[src/rtl/aes_round_ctrl_if.sv]
// Handshake/status bundle between the AES round controller and its requester.
interface aes_round_ctrl_if #(
  parameter int unsigned ROUND_W = 4
) ();
  logic               start_i;
  logic [1:0]         key_len_i;
  logic               decrypt_i;
  logic               stall_i;
  logic               load_o;
  logic               busy_o;
  logic               init_o;
  logic               mix_en_o;
  logic               last_o;
  logic [ROUND_W-1:0] round_o;
  logic [ROUND_W-1:0] rk_idx_o;
  logic               decrypt_o;
  logic               done_o;
  logic               err_o;

  modport slave (
    input  start_i, key_len_i, decrypt_i, stall_i,
    output load_o, busy_o, init_o, mix_en_o, last_o,
           round_o, rk_idx_o, decrypt_o, done_o, err_o
  );

  modport master (
    output start_i, key_len_i, decrypt_i, stall_i,
    input  load_o, busy_o, init_o, mix_en_o, last_o,
           round_o, rk_idx_o, decrypt_o, done_o, err_o
  );
endinterface

[src/rtl/aes_round_ctrl.sv]
// AES round sequencer: LOAD -> INIT -> ROUND x Nr -> DONE with stall support.
// Every output is a register loaded from the next-state decode.
module aes_round_ctrl #(
  parameter int unsigned ROUND_W   = 4,
  parameter int unsigned KEY_MODES = 3
) (
  input  logic         clk_i,
  input  logic         rst_ni,
  aes_round_ctrl_if.slave bus
);

  typedef enum logic [2:0] {
    S_IDLE  = 3'd0,
    S_LOAD  = 3'd1,
    S_INIT  = 3'd2,
    S_ROUND = 3'd3,
    S_DONE  = 3'd4
  } state_e;

  function automatic logic [ROUND_W-1:0] nr_of(input logic [1:0] key_len);
    case (key_len)
      2'b00:   nr_of = ROUND_W'(10);
      2'b01:   nr_of = ROUND_W'(12);
      default: nr_of = ROUND_W'(14);
    endcase
  endfunction

  state_e             state_q, state_d;
  logic [ROUND_W-1:0] round_q, round_d;
  logic [ROUND_W-1:0] nr_q, nr_d;
  logic [ROUND_W-1:0] rk_q, rk_d;
  logic               dec_q, dec_d;
  logic               err_q, err_d;
  logic               load_q, load_d;
  logic               busy_q, busy_d;
  logic               init_q, init_d;
  logic               mix_q, mix_d;
  logic               last_q, last_d;
  logic               done_q, done_d;
  logic               key_ok_s;

  assign key_ok_s = (bus.key_len_i != 2'b11) && ({30'd0, bus.key_len_i} < KEY_MODES);

  // Next-state, round counter and output decode of the next state.
  always_comb begin
    state_d = state_q;
    round_d = round_q;
    nr_d    = nr_q;
    dec_d   = dec_q;
    err_d   = 1'b0;
    case (state_q)
      S_IDLE: begin
        round_d = '0;
        if (bus.start_i) begin
          if (key_ok_s) begin
            state_d = S_LOAD;
            nr_d    = nr_of(bus.key_len_i);
            dec_d   = bus.decrypt_i;
          end else begin
            err_d = 1'b1;
          end
        end else begin
          state_d = S_IDLE;
        end
      end
      S_LOAD: begin
        if (!bus.stall_i) begin
          state_d = S_INIT;
        end else begin
          state_d = S_LOAD;
        end
      end
      S_INIT: begin
        if (!bus.stall_i) begin
          state_d = S_ROUND;
          round_d = ROUND_W'(1);
        end else begin
          state_d = S_INIT;
        end
      end
      S_ROUND: begin
        if (bus.stall_i) begin
          state_d = S_ROUND;
        end else if (round_q < nr_q) begin
          round_d = round_q + ROUND_W'(1);
        end else begin
          state_d = S_DONE;
        end
      end
      S_DONE: begin
        state_d = S_IDLE;
        round_d = '0;
      end
      default: begin
        state_d = S_IDLE;
        round_d = '0;
      end
    endcase

    load_d = (state_d == S_LOAD);
    init_d = (state_d == S_INIT);
    busy_d = (state_d == S_LOAD) || (state_d == S_INIT) || (state_d == S_ROUND);
    mix_d  = (state_d == S_ROUND) && (round_d < nr_d);
    last_d = (state_d == S_ROUND) && (round_d == nr_d);
    done_d = (state_d == S_DONE);
    if ((state_d == S_INIT) || (state_d == S_ROUND)) begin
      rk_d = dec_d ? (nr_d - round_d) : round_d;
    end else begin
      rk_d = '0;
    end
  end

  // State and output registers.
  always_ff @(posedge clk_i or negedge rst_ni) begin
    if (!rst_ni) begin
      state_q <= S_IDLE;
      round_q <= '0;
      nr_q    <= '0;
      rk_q    <= '0;
      dec_q   <= 1'b0;
      err_q   <= 1'b0;
      load_q  <= 1'b0;
      busy_q  <= 1'b0;
      init_q  <= 1'b0;
      mix_q   <= 1'b0;
      last_q  <= 1'b0;
      done_q  <= 1'b0;
    end else begin
      state_q <= state_d;
      round_q <= round_d;
      nr_q    <= nr_d;
      rk_q    <= rk_d;
      dec_q   <= dec_d;
      err_q   <= err_d;
      load_q  <= load_d;
      busy_q  <= busy_d;
      init_q  <= init_d;
      mix_q   <= mix_d;
      last_q  <= last_d;
      done_q  <= done_d;
    end
  end

  assign bus.load_o    = load_q;
  assign bus.busy_o    = busy_q;
  assign bus.init_o    = init_q;
  assign bus.mix_en_o  = mix_q;
  assign bus.last_o    = last_q;
  assign bus.round_o   = round_q;
  assign bus.rk_idx_o  = rk_q;
  assign bus.decrypt_o = dec_q;
  assign bus.done_o    = done_q;
  assign bus.err_o     = err_q;

endmodule

[src/flat_wrapper.sv]
// flat-port wrapper written by rule: the top's interface ports become plain ports
module aes_round_ctrl_flat 
#(
  parameter int unsigned ROUND_W   = 4,
  parameter int unsigned KEY_MODES = 3
)
  (clk_i, rst_ni, bus_start_i, bus_key_len_i, bus_decrypt_i, bus_stall_i, bus_load_o, bus_busy_o, bus_init_o, bus_mix_en_o, bus_last_o, bus_round_o, bus_rk_idx_o, bus_decrypt_o, bus_done_o, bus_err_o);
  aes_round_ctrl_if #(.ROUND_W(ROUND_W)) bus_i ();
  input  logic clk_i;
  input  logic rst_ni;
  input wire logic [$bits(bus_i.start_i)-1:0] bus_start_i;
  input wire logic [$bits(bus_i.key_len_i)-1:0] bus_key_len_i;
  input wire logic [$bits(bus_i.decrypt_i)-1:0] bus_decrypt_i;
  input wire logic [$bits(bus_i.stall_i)-1:0] bus_stall_i;
  output wire logic [$bits(bus_i.load_o)-1:0] bus_load_o;
  output wire logic [$bits(bus_i.busy_o)-1:0] bus_busy_o;
  output wire logic [$bits(bus_i.init_o)-1:0] bus_init_o;
  output wire logic [$bits(bus_i.mix_en_o)-1:0] bus_mix_en_o;
  output wire logic [$bits(bus_i.last_o)-1:0] bus_last_o;
  output wire logic [$bits(bus_i.round_o)-1:0] bus_round_o;
  output wire logic [$bits(bus_i.rk_idx_o)-1:0] bus_rk_idx_o;
  output wire logic [$bits(bus_i.decrypt_o)-1:0] bus_decrypt_o;
  output wire logic [$bits(bus_i.done_o)-1:0] bus_done_o;
  output wire logic [$bits(bus_i.err_o)-1:0] bus_err_o;
  assign bus_i.start_i = bus_start_i;
  assign bus_i.key_len_i = bus_key_len_i;
  assign bus_i.decrypt_i = bus_decrypt_i;
  assign bus_i.stall_i = bus_stall_i;
  assign bus_load_o = bus_i.load_o;
  assign bus_busy_o = bus_i.busy_o;
  assign bus_init_o = bus_i.init_o;
  assign bus_mix_en_o = bus_i.mix_en_o;
  assign bus_last_o = bus_i.last_o;
  assign bus_round_o = bus_i.round_o;
  assign bus_rk_idx_o = bus_i.rk_idx_o;
  assign bus_decrypt_o = bus_i.decrypt_o;
  assign bus_done_o = bus_i.done_o;
  assign bus_err_o = bus_i.err_o;
  aes_round_ctrl #(.ROUND_W(ROUND_W), .KEY_MODES(KEY_MODES)) u_core (.clk_i(clk_i), .rst_ni(rst_ni), .bus(bus_i));
endmodule
[config.mk]
export PLATFORM = sky130hd
export DESIGN_NAME = aes_round_ctrl_flat
export DESIGN_NICKNAME = d
export VERILOG_FILES = /design/src/rtl/aes_round_ctrl_if.sv /design/src/rtl/aes_round_ctrl.sv /design/src/flat_wrapper.sv
export SDC_FILE = /design/constraint.sdc
export NUM_CORES = 1
export LEC_CHECK = 0
export BUFFER_PORTS_ARGS = -buffer_cell sky130_fd_sc_hd__buf_2
export CORE_UTILIZATION = 25
export CTS_CLUSTER_SIZE = 40
export DETAILED_ROUTE_END_ITERATION = 12
export PLACE_DENSITY = 0.41
export RECOVER_POWER = 100
export SLEW_MARGIN = 20
export SYNTH_ARGS = -nofsm -noshare
export SYNTH_HDL_FRONTEND = slang
export SYNTH_SLANG_ARGS = --single-unit
[constraint.sdc]
create_clock -name clk_i -period 4.7 [get_ports clk_i]
set_input_delay 0.235 -clock clk_i [delete_from_list [all_inputs] [get_ports clk_i]]
set_output_delay 0.235 -clock clk_i [all_outputs]
set_load 0.03 [all_outputs]
==> out/qor.csv, run 1 <==
stage;metric;value;unit
grt;grt.overflow.total;0;
timing;fmax;327;MHz
timing;min_period;3060;ps
critical_path;crit_path_start_kind;flip-flop;
clock_network;holdBufCountCts;1;
synth;synth_edf_count;0;
timing;hold_viol_final;0;
synth;ys.flop_type;dfrtp_1;
critical_path;cp-endpoint;u_core.bus.rk_idx_o[3];
route;drtAntennaViolNets;0;
power;powerDensity;768;nW/µm²
critical_path;timing.rr.start;u_core.bus.round_o[3];
grt;grt_max_degree;24;
synth;synth_top_area_cell;dfrtp_1;
critical_path;crit_family;compound AO/OA/AOI/OAI gates;
route;vias;982;
synth;ys_top_cells_by_area;dfrtp_1, ha_1, a21oi_1;
clock_network;cts_resized;0;
job;drv_cap;0;
route;dr.first_iter.drc_count;35;
critical_path;worst-r2r-setup-slack;1640;ps
finish;fin_nets;165;
synth;synth_top_area_share;44.8;%
synth;syn_avg_cell_area;10.3;µm²
clock_network;htreeDepth;1;
timing;hold_ws;232;ps
floorplan;coreArea;4820;µm²
synth;yosysUniqueCellTypes;38;
timing;final.setup.tns;0;ps
floorplan;rows;25;
finish;n_antenna_cell;0;
grt;grt_pass1_wl;4800;µm
route;via_per_inst;4.57;
synth;syn_area;1280;µm²
critical_path;arrival;3230;ps
timing;rsz0062_at_grt;false;
floorplan;dieWidth;73.7;µm
timing;setup_ws;1640;ps
grt;grt_pass1_vias;974;
critical_path;critPathMaxStageDelay;500;ps
critical_path;cp-end-kind;flip-flop;
clock_network;postCtsSetupBuffers;0;
route;avgRoutedWirePerCell;13.5;µm
route;drc;0;
critical_path;r2r-end;u_core.bus.rk_idx_o[3];
finish;drive_gt1_share;7.43;%
clock_network;clock-sinks;23;
floorplan;dieHeight;73.7;µm
power;total_power;1.13;mW
clock_network;cts_root_buffer;clkbuf_8;
critical_path;cp_max_fo;6;
critical_path;crit_start;u_core.bus.round_o[3];
critical_path;critPathKind;flip-flop to flip-flop;
timing;fin_worst_skew;5.90;ps
critical_path;cp_slowest_cell;o211ai_1;
timing;finalSetupViolations;0;
critical_path;crit_buf_inv;1;
clock_network;clkTransAtPathRegs;80;ps
route;drtPass1Iterations;4;
route;routed_wl;2910;µm
power;vdd_drop_max;0.286;mV
synth;syn-num-nets;141;
floorplan;pin_count;23;
place;hpwl;2180;µm
synth;ys_seq_area_share;44.8;%
critical_path;r2r_cells;11;
synth;synth.most_common_cell;dfrtp_1;
clock_network;cts_buffers;3;
timing;slew_viol_final;0;
place;gp_congestion;0.770;
synth;ys_ff_latch;23;
timing;finalCritPeriodShare;65.1;%
synth;yosys_warnings;0;
outcome;outcome;finished clean;
place;place_ws;1650;ps
clock_network;clockBufferDepth;2;
critical_path;crit_cells;11;
floorplan;die-area;5430;µm²
critical_path;crit_required;4870;ps
synth;async_flop_share;100;%
synth;synthTopCellsByCount;dfrtp_1, nand2_1, inv_1;
floorplan;start_util;26.6;%
timing;worstMarginPinSlew;1290;ps
clock_network;cts_tree;done;
power;p_leak;0.678;nW
grt;antenna_found_initial;0;
timing;slew_headroom;13.8;%
critical_path;crit_chain;ha_1 -> o211ai_1 -> o211ai_1 -> mux2i_1 -> o21ai_0 -> inv_1 -> ha_1 -> nand2_1 -> o21ai_0 -> xnor2_1 -> a211oi_1;
finish;finish.utilization;30.5;%
grt;grt_usage;12.0;%
clock_network;clk-insertion-delay-late;260;ps
place;io_buffers;22;
synth;netlist_instances;125;
hold_path;hold_path_class;primary input to flip-flop;
finish;syn2layout_area_growth;14.5;%
## layout by cell type (no fill, tap or decap), types with 2 or more instances in the layout
| master | instances |
|---|---|
| a211oi_1 | 2 |
| nand3b_1 | 2 |
| clkbuf_8 | 3 |
| o31ai_1 | 4 |
| a21oi_1 | 9 |
| nand2b_1 | 3 |
| o211a_1 | 3 |
| and3_1 | 3 |
| o21ai_0 | 7 |
| nor3b_1 | 2 |
| nor2b_1 | 3 |
| dfrtp_1 | 23 |
| buf_2 | 5 |
| inv_1 | 12 |
| xnor2_1 | 3 |
| nor2_1 | 5 |
| nand2_1 | 12 |
| clkbuf_1 | 18 |
| ha_1 | 8 |
| o211ai_1 | 3 |
## flip-flops by register name (all words and copies together), names as in the netlist
name                  cells
u_core.bus.rk_idx_o       4
u_core.bus.round_o        4
u_core.nr_q               4
u_core.state_q            3
u_core.bus.busy_o         1
u_core.bus.decrypt_o      1
u_core.bus.done_o         1
u_core.bus.err_o          1
u_core.bus.init_o         1
u_core.bus.last_o         1
u_core.bus.load_o         1
u_core.bus.mix_en_o       1
## cells by family (layout without fill, tap and decap cells)
family | after synthesis | count (layout) | synth area share (%)
DFF | 23 | 23 | 44.8
buffers and inverters | 16 | 39 | 5.85
xor gates and xnor gates | 3 | 3 | 2.05
muxes | 2 | 2 | 2.53
and+or+nand+nor | 39 | 39 | 17.2
adders and majority gates | 9 | 9 | 9.36
AOI/OAI and AO/OA | 33 | 33 | 18.2
## stage by stage
stage	instances	cell area (µm²)
floorplan	125	1280
global placement	210	1450
detailed placement	210	1450
CTS	215	1500
global route	215	1470
finish	215	1470
## metal layers
metal	share of wire [%]	wire [µm]	vias to the layer above	GRT usage [%]
li1	-	-	483	-
met1	49	1430	478	16.2
met2	47	1350	19	19.5
met3	3.2	93	2	2.19
met4	0.89	26	0	3.85
met5	0	0	-	0
## worst reg2reg max path, cell delays in order, from the launching register on
cell and delay, ps:
dfrtp_1 460, ha_1 350, o211ai_1 100, o211ai_1 500, mux2i_1 140, o21ai_0 450, inv_1 100, ha_1 310
nand2_1 50, o21ai_0 190, xnor2_1 100, a211oi_1 230
## area by class of cell
cell class / instances / area [µm²]
Timing Repair Buffer: 23 / 98.8
Sequential cell: 23 / 576
Fill cell: 524 / 3350
Tap cell: 67 / 83.8
Multi-Input combinational cell: 86 / 622
Inverter: 12 / 45.0
Clock buffer: 4 / 45.0
## power breakdown
group | internal (mW) | switching [mW] | total, mW
logic | 0.255 | 0.407 | 0.662
registers | 0.271 | 0.0742 | 0.345
clock network | 0.0604 | 0.0620 | 0.122
## worst min path at each step
stage,from,to,slack [ps],depth (start not counted)
floorplan,rst_ni,u_core.bus.busy_o,-60,0
global placement,rst_ni,u_core.bus.err_o,260,1
detailed placement,rst_ni,u_core.bus.err_o,260,1
CTS,bus_key_len_i[0],u_core.bus.err_o,280,3
global route,bus_key_len_i[0],u_core.bus.err_o,250,3
finish,bus_key_len_i[0],u_core.bus.err_o,230,3
Power figures use the tool's default switching activity.
==> run 2: changes to the inputs <==
--- a/config.mk
+++ b/config.mk
@@ -9,7 +9,7 @@
 export CORE_UTILIZATION = 25
 export CTS_CLUSTER_SIZE = 40
 export DETAILED_ROUTE_END_ITERATION = 12
-export PLACE_DENSITY = 0.41
+export PLACE_DENSITY = 0.43
 export RECOVER_POWER = 100
 export SLEW_MARGIN = 20
 export SYNTH_ARGS = -nofsm -noshare
==> constraint.sdc (replaced) <==
create_clock -name clk_i -period 2.5 [get_ports clk_i]
set_input_delay 0.125 -clock clk_i [delete_from_list [all_inputs] [get_ports clk_i]]
set_output_delay 0.125 -clock clk_i [all_outputs]
set_load 0.03 [all_outputs]
==> run 2 against run 1 <==
  * The run now ends with setup timing left
  * Clock-buffer cell count is 1 lower
  * Flip-flop and latch count is the same
  * Maximum frequency rose by 14%
  * Routed wire length grew 11%
  * Die area unchanged
  * Highest routed layer unchanged
  * Sequential share of layout area is 6.7 points lower
  * Global-route usage up 1.5 points
==> out/qor.csv, run 2 (synthesis results as in run 1) <==
stage;metric;value;unit
timing;worstMarginPinSlew;1340;ps
finish;design_area;1790;µm²
grt;grt_max_degree;24;
finish;finish.utilization;37.1;%
timing;fin_worst_skew;1.40;ps
power;p_int;1.50;mW
route;via_per_inst;4.58;
floorplan;die-area;5430;µm²
timing;setup_ws;-177;ps
finish;n_fill_cell;517;
floorplan;rows;25;
job;drv_cap;0;
timing;hold_ws;112;ps
route;vias;1112;
grt;grt_usage;13.5;%
clock_network;clk-insertion-delay-late;260;ps
critical_path;cp-end-kind;flip-flop;
clock_network;cts_buffers;3;
hold_path;hold_end;u_core.bus.err_o;
finish;stdcell_count;243;
place;gp_congestion;0.795;
route;drc;0;
place;dp_cells;233;
critical_path;timing.rr.start;u_core.nr_q[1];
outcome;violations;setup timing;
power;clockPowerShare;8.6;%
place;place_ws;-113;ps
place;hpwl;2490;µm
floorplan;start_util;26.6;%
clock_network;htreeDepth;1;
grt;grt_pass1_wl;5480;µm
hold_path;worstHoldStart;bus_key_len_i[0];
timing;rsz0062_at_grt;true;
finish;layout_common_cells;buf_4, dfrtp_1, clkbuf_1;
timing;finalCritPeriodShare;107;%
timing;fmax;374;MHz
floorplan;pin_count;23;
critical_path;crit_required;2670;ps
route;routed_wl;3240;µm
power;power_frac_comb;69.6;%
clock_network;clockBufferDepth;2;
power;p_switching;1.20;mW
timing;finalSetupViolations;4;
grt;grt_pass1_vias;1171;
critical_path;arrival;2850;ps
power;p_leak;0.814;nW
route;dr.first_iter.drc_count;73;
place;io_buffers;22;
critical_path;r2r_cells;12;
floorplan;coreArea;4820;µm²
timing;slew_headroom;10.8;%
finish;final_common_cell;buf_4;
timing;hold_viol_final;0;
place;place_area;1690;µm²
floorplan;dieHeight;73.7;µm
critical_path;cp_max_fo;5;
power;switching_share;44.5;%
finish;drive_gt1_share;35.2;%
critical_path;critPathKind;flip-flop to flip-flop;
finish;fin_nets;193;
finish;syn2layout_area_growth;39.3;%
floorplan;dieWidth;73.7;µm
hold_path;hold_depth;3;
timing;slew_viol_final;0;
route;drtAntennaViolNets;0;
critical_path;crit_path_start_kind;flip-flop;
clock_network;clkTransAtPathRegs;90;ps
clock_network;cts_root_buffer;clkbuf_8;
power;p_seq_share;21.7;%
finish;n_antenna_cell;0;
route;drtPass1Iterations;4;
route;avgRoutedWirePerCell;13.3;µm
outcome;outcome;complete, but fails checks;
clock_network;clock-sinks;23;
clock_network;cts_tree;done;
critical_path;worst-r2r-setup-slack;-180;ps
hold_path;hold_path_class;primary input to flip-flop;
power;total_power;2.70;mW
grt;grt.overflow.total;0;
critical_path;r2r-end;u_core.bus.rk_idx_o[3];
power;vdd_drop_max;0.885;mV
timing;min_period;2680;ps
grt;antenna_found_initial;0;
power;powerDensity;1510;nW/µm²
timing;final.setup.tns;-422;ps
## run 2: worst max path at each step
stage                                startpoint                     end  slack [ps]  depth (start not counted)
after floorplan           u_core.bus.round_o[1]  u_core.bus.rk_idx_o[3]        -160                         10
after global placement    u_core.bus.round_o[3]  u_core.bus.rk_idx_o[2]         -80                         11
after detailed placement         u_core.nr_q[1]  u_core.bus.rk_idx_o[3]        -110                         11
after CTS                 u_core.bus.round_o[3]     u_core.bus.mix_en_o         -70                         12
after global routing             u_core.nr_q[1]  u_core.bus.rk_idx_o[3]        -280                         12
final                            u_core.nr_q[1]  u_core.bus.rk_idx_o[3]        -180                         12
## run 2: cell type report
type / count / area (µm²) / share of cell area [%]
sequential: 23 / 579 / 32.4
tap: 67 / 83.8 / 4.69
clock buffer: 3 / 41.3 / 2.31
timing repair buffer: 51 / 309 / 17.3
clock inverter: 1 / 5.00 / 0.280
inverter: 12 / 45.0 / 2.52
multi-input combinational: 86 / 724 / 40.5
## run 2: worst max-delay path: stages, from the launching register on
cell and delay (ps):
dfrtp_1 400, inv_2 70, ha_4 190, o211ai_1 190, o211ai_1 170, buf_4 170
or4_4 420, and2_4 180, ha_4 290, nand2_2 60, o21ai_2 140, xnor2_1 70
a211oi_1 230
## run 2: timing repair
action,in CTS,in global routing
gates resized for setup,4,6
buffers inserted,3,2
hold endpoints to repair,23,0
pin swaps,4,6
hold buffers,1,0
setup endpoints to repair,4,5
## run 2: power groups by stage
stage,Clock [mW],Sequential (mW),Combinational (mW)
detailed placement,0,0.588,1.77
CTS,0.246,0.583,1.86
global route,0.260,0.602,2.08
global placement,0,0.585,1.76
finish,0.233,0.587,1.88
floorplan,0,0.803,0.934
## run 2: layer usage
metal / share of wire, % / track usage, %
met5: 0 / 0
met4: 0.59 / 3.85
met3: 2.6 / 2.19
met2: 52 / 23.8
met1: 45 / 16.9
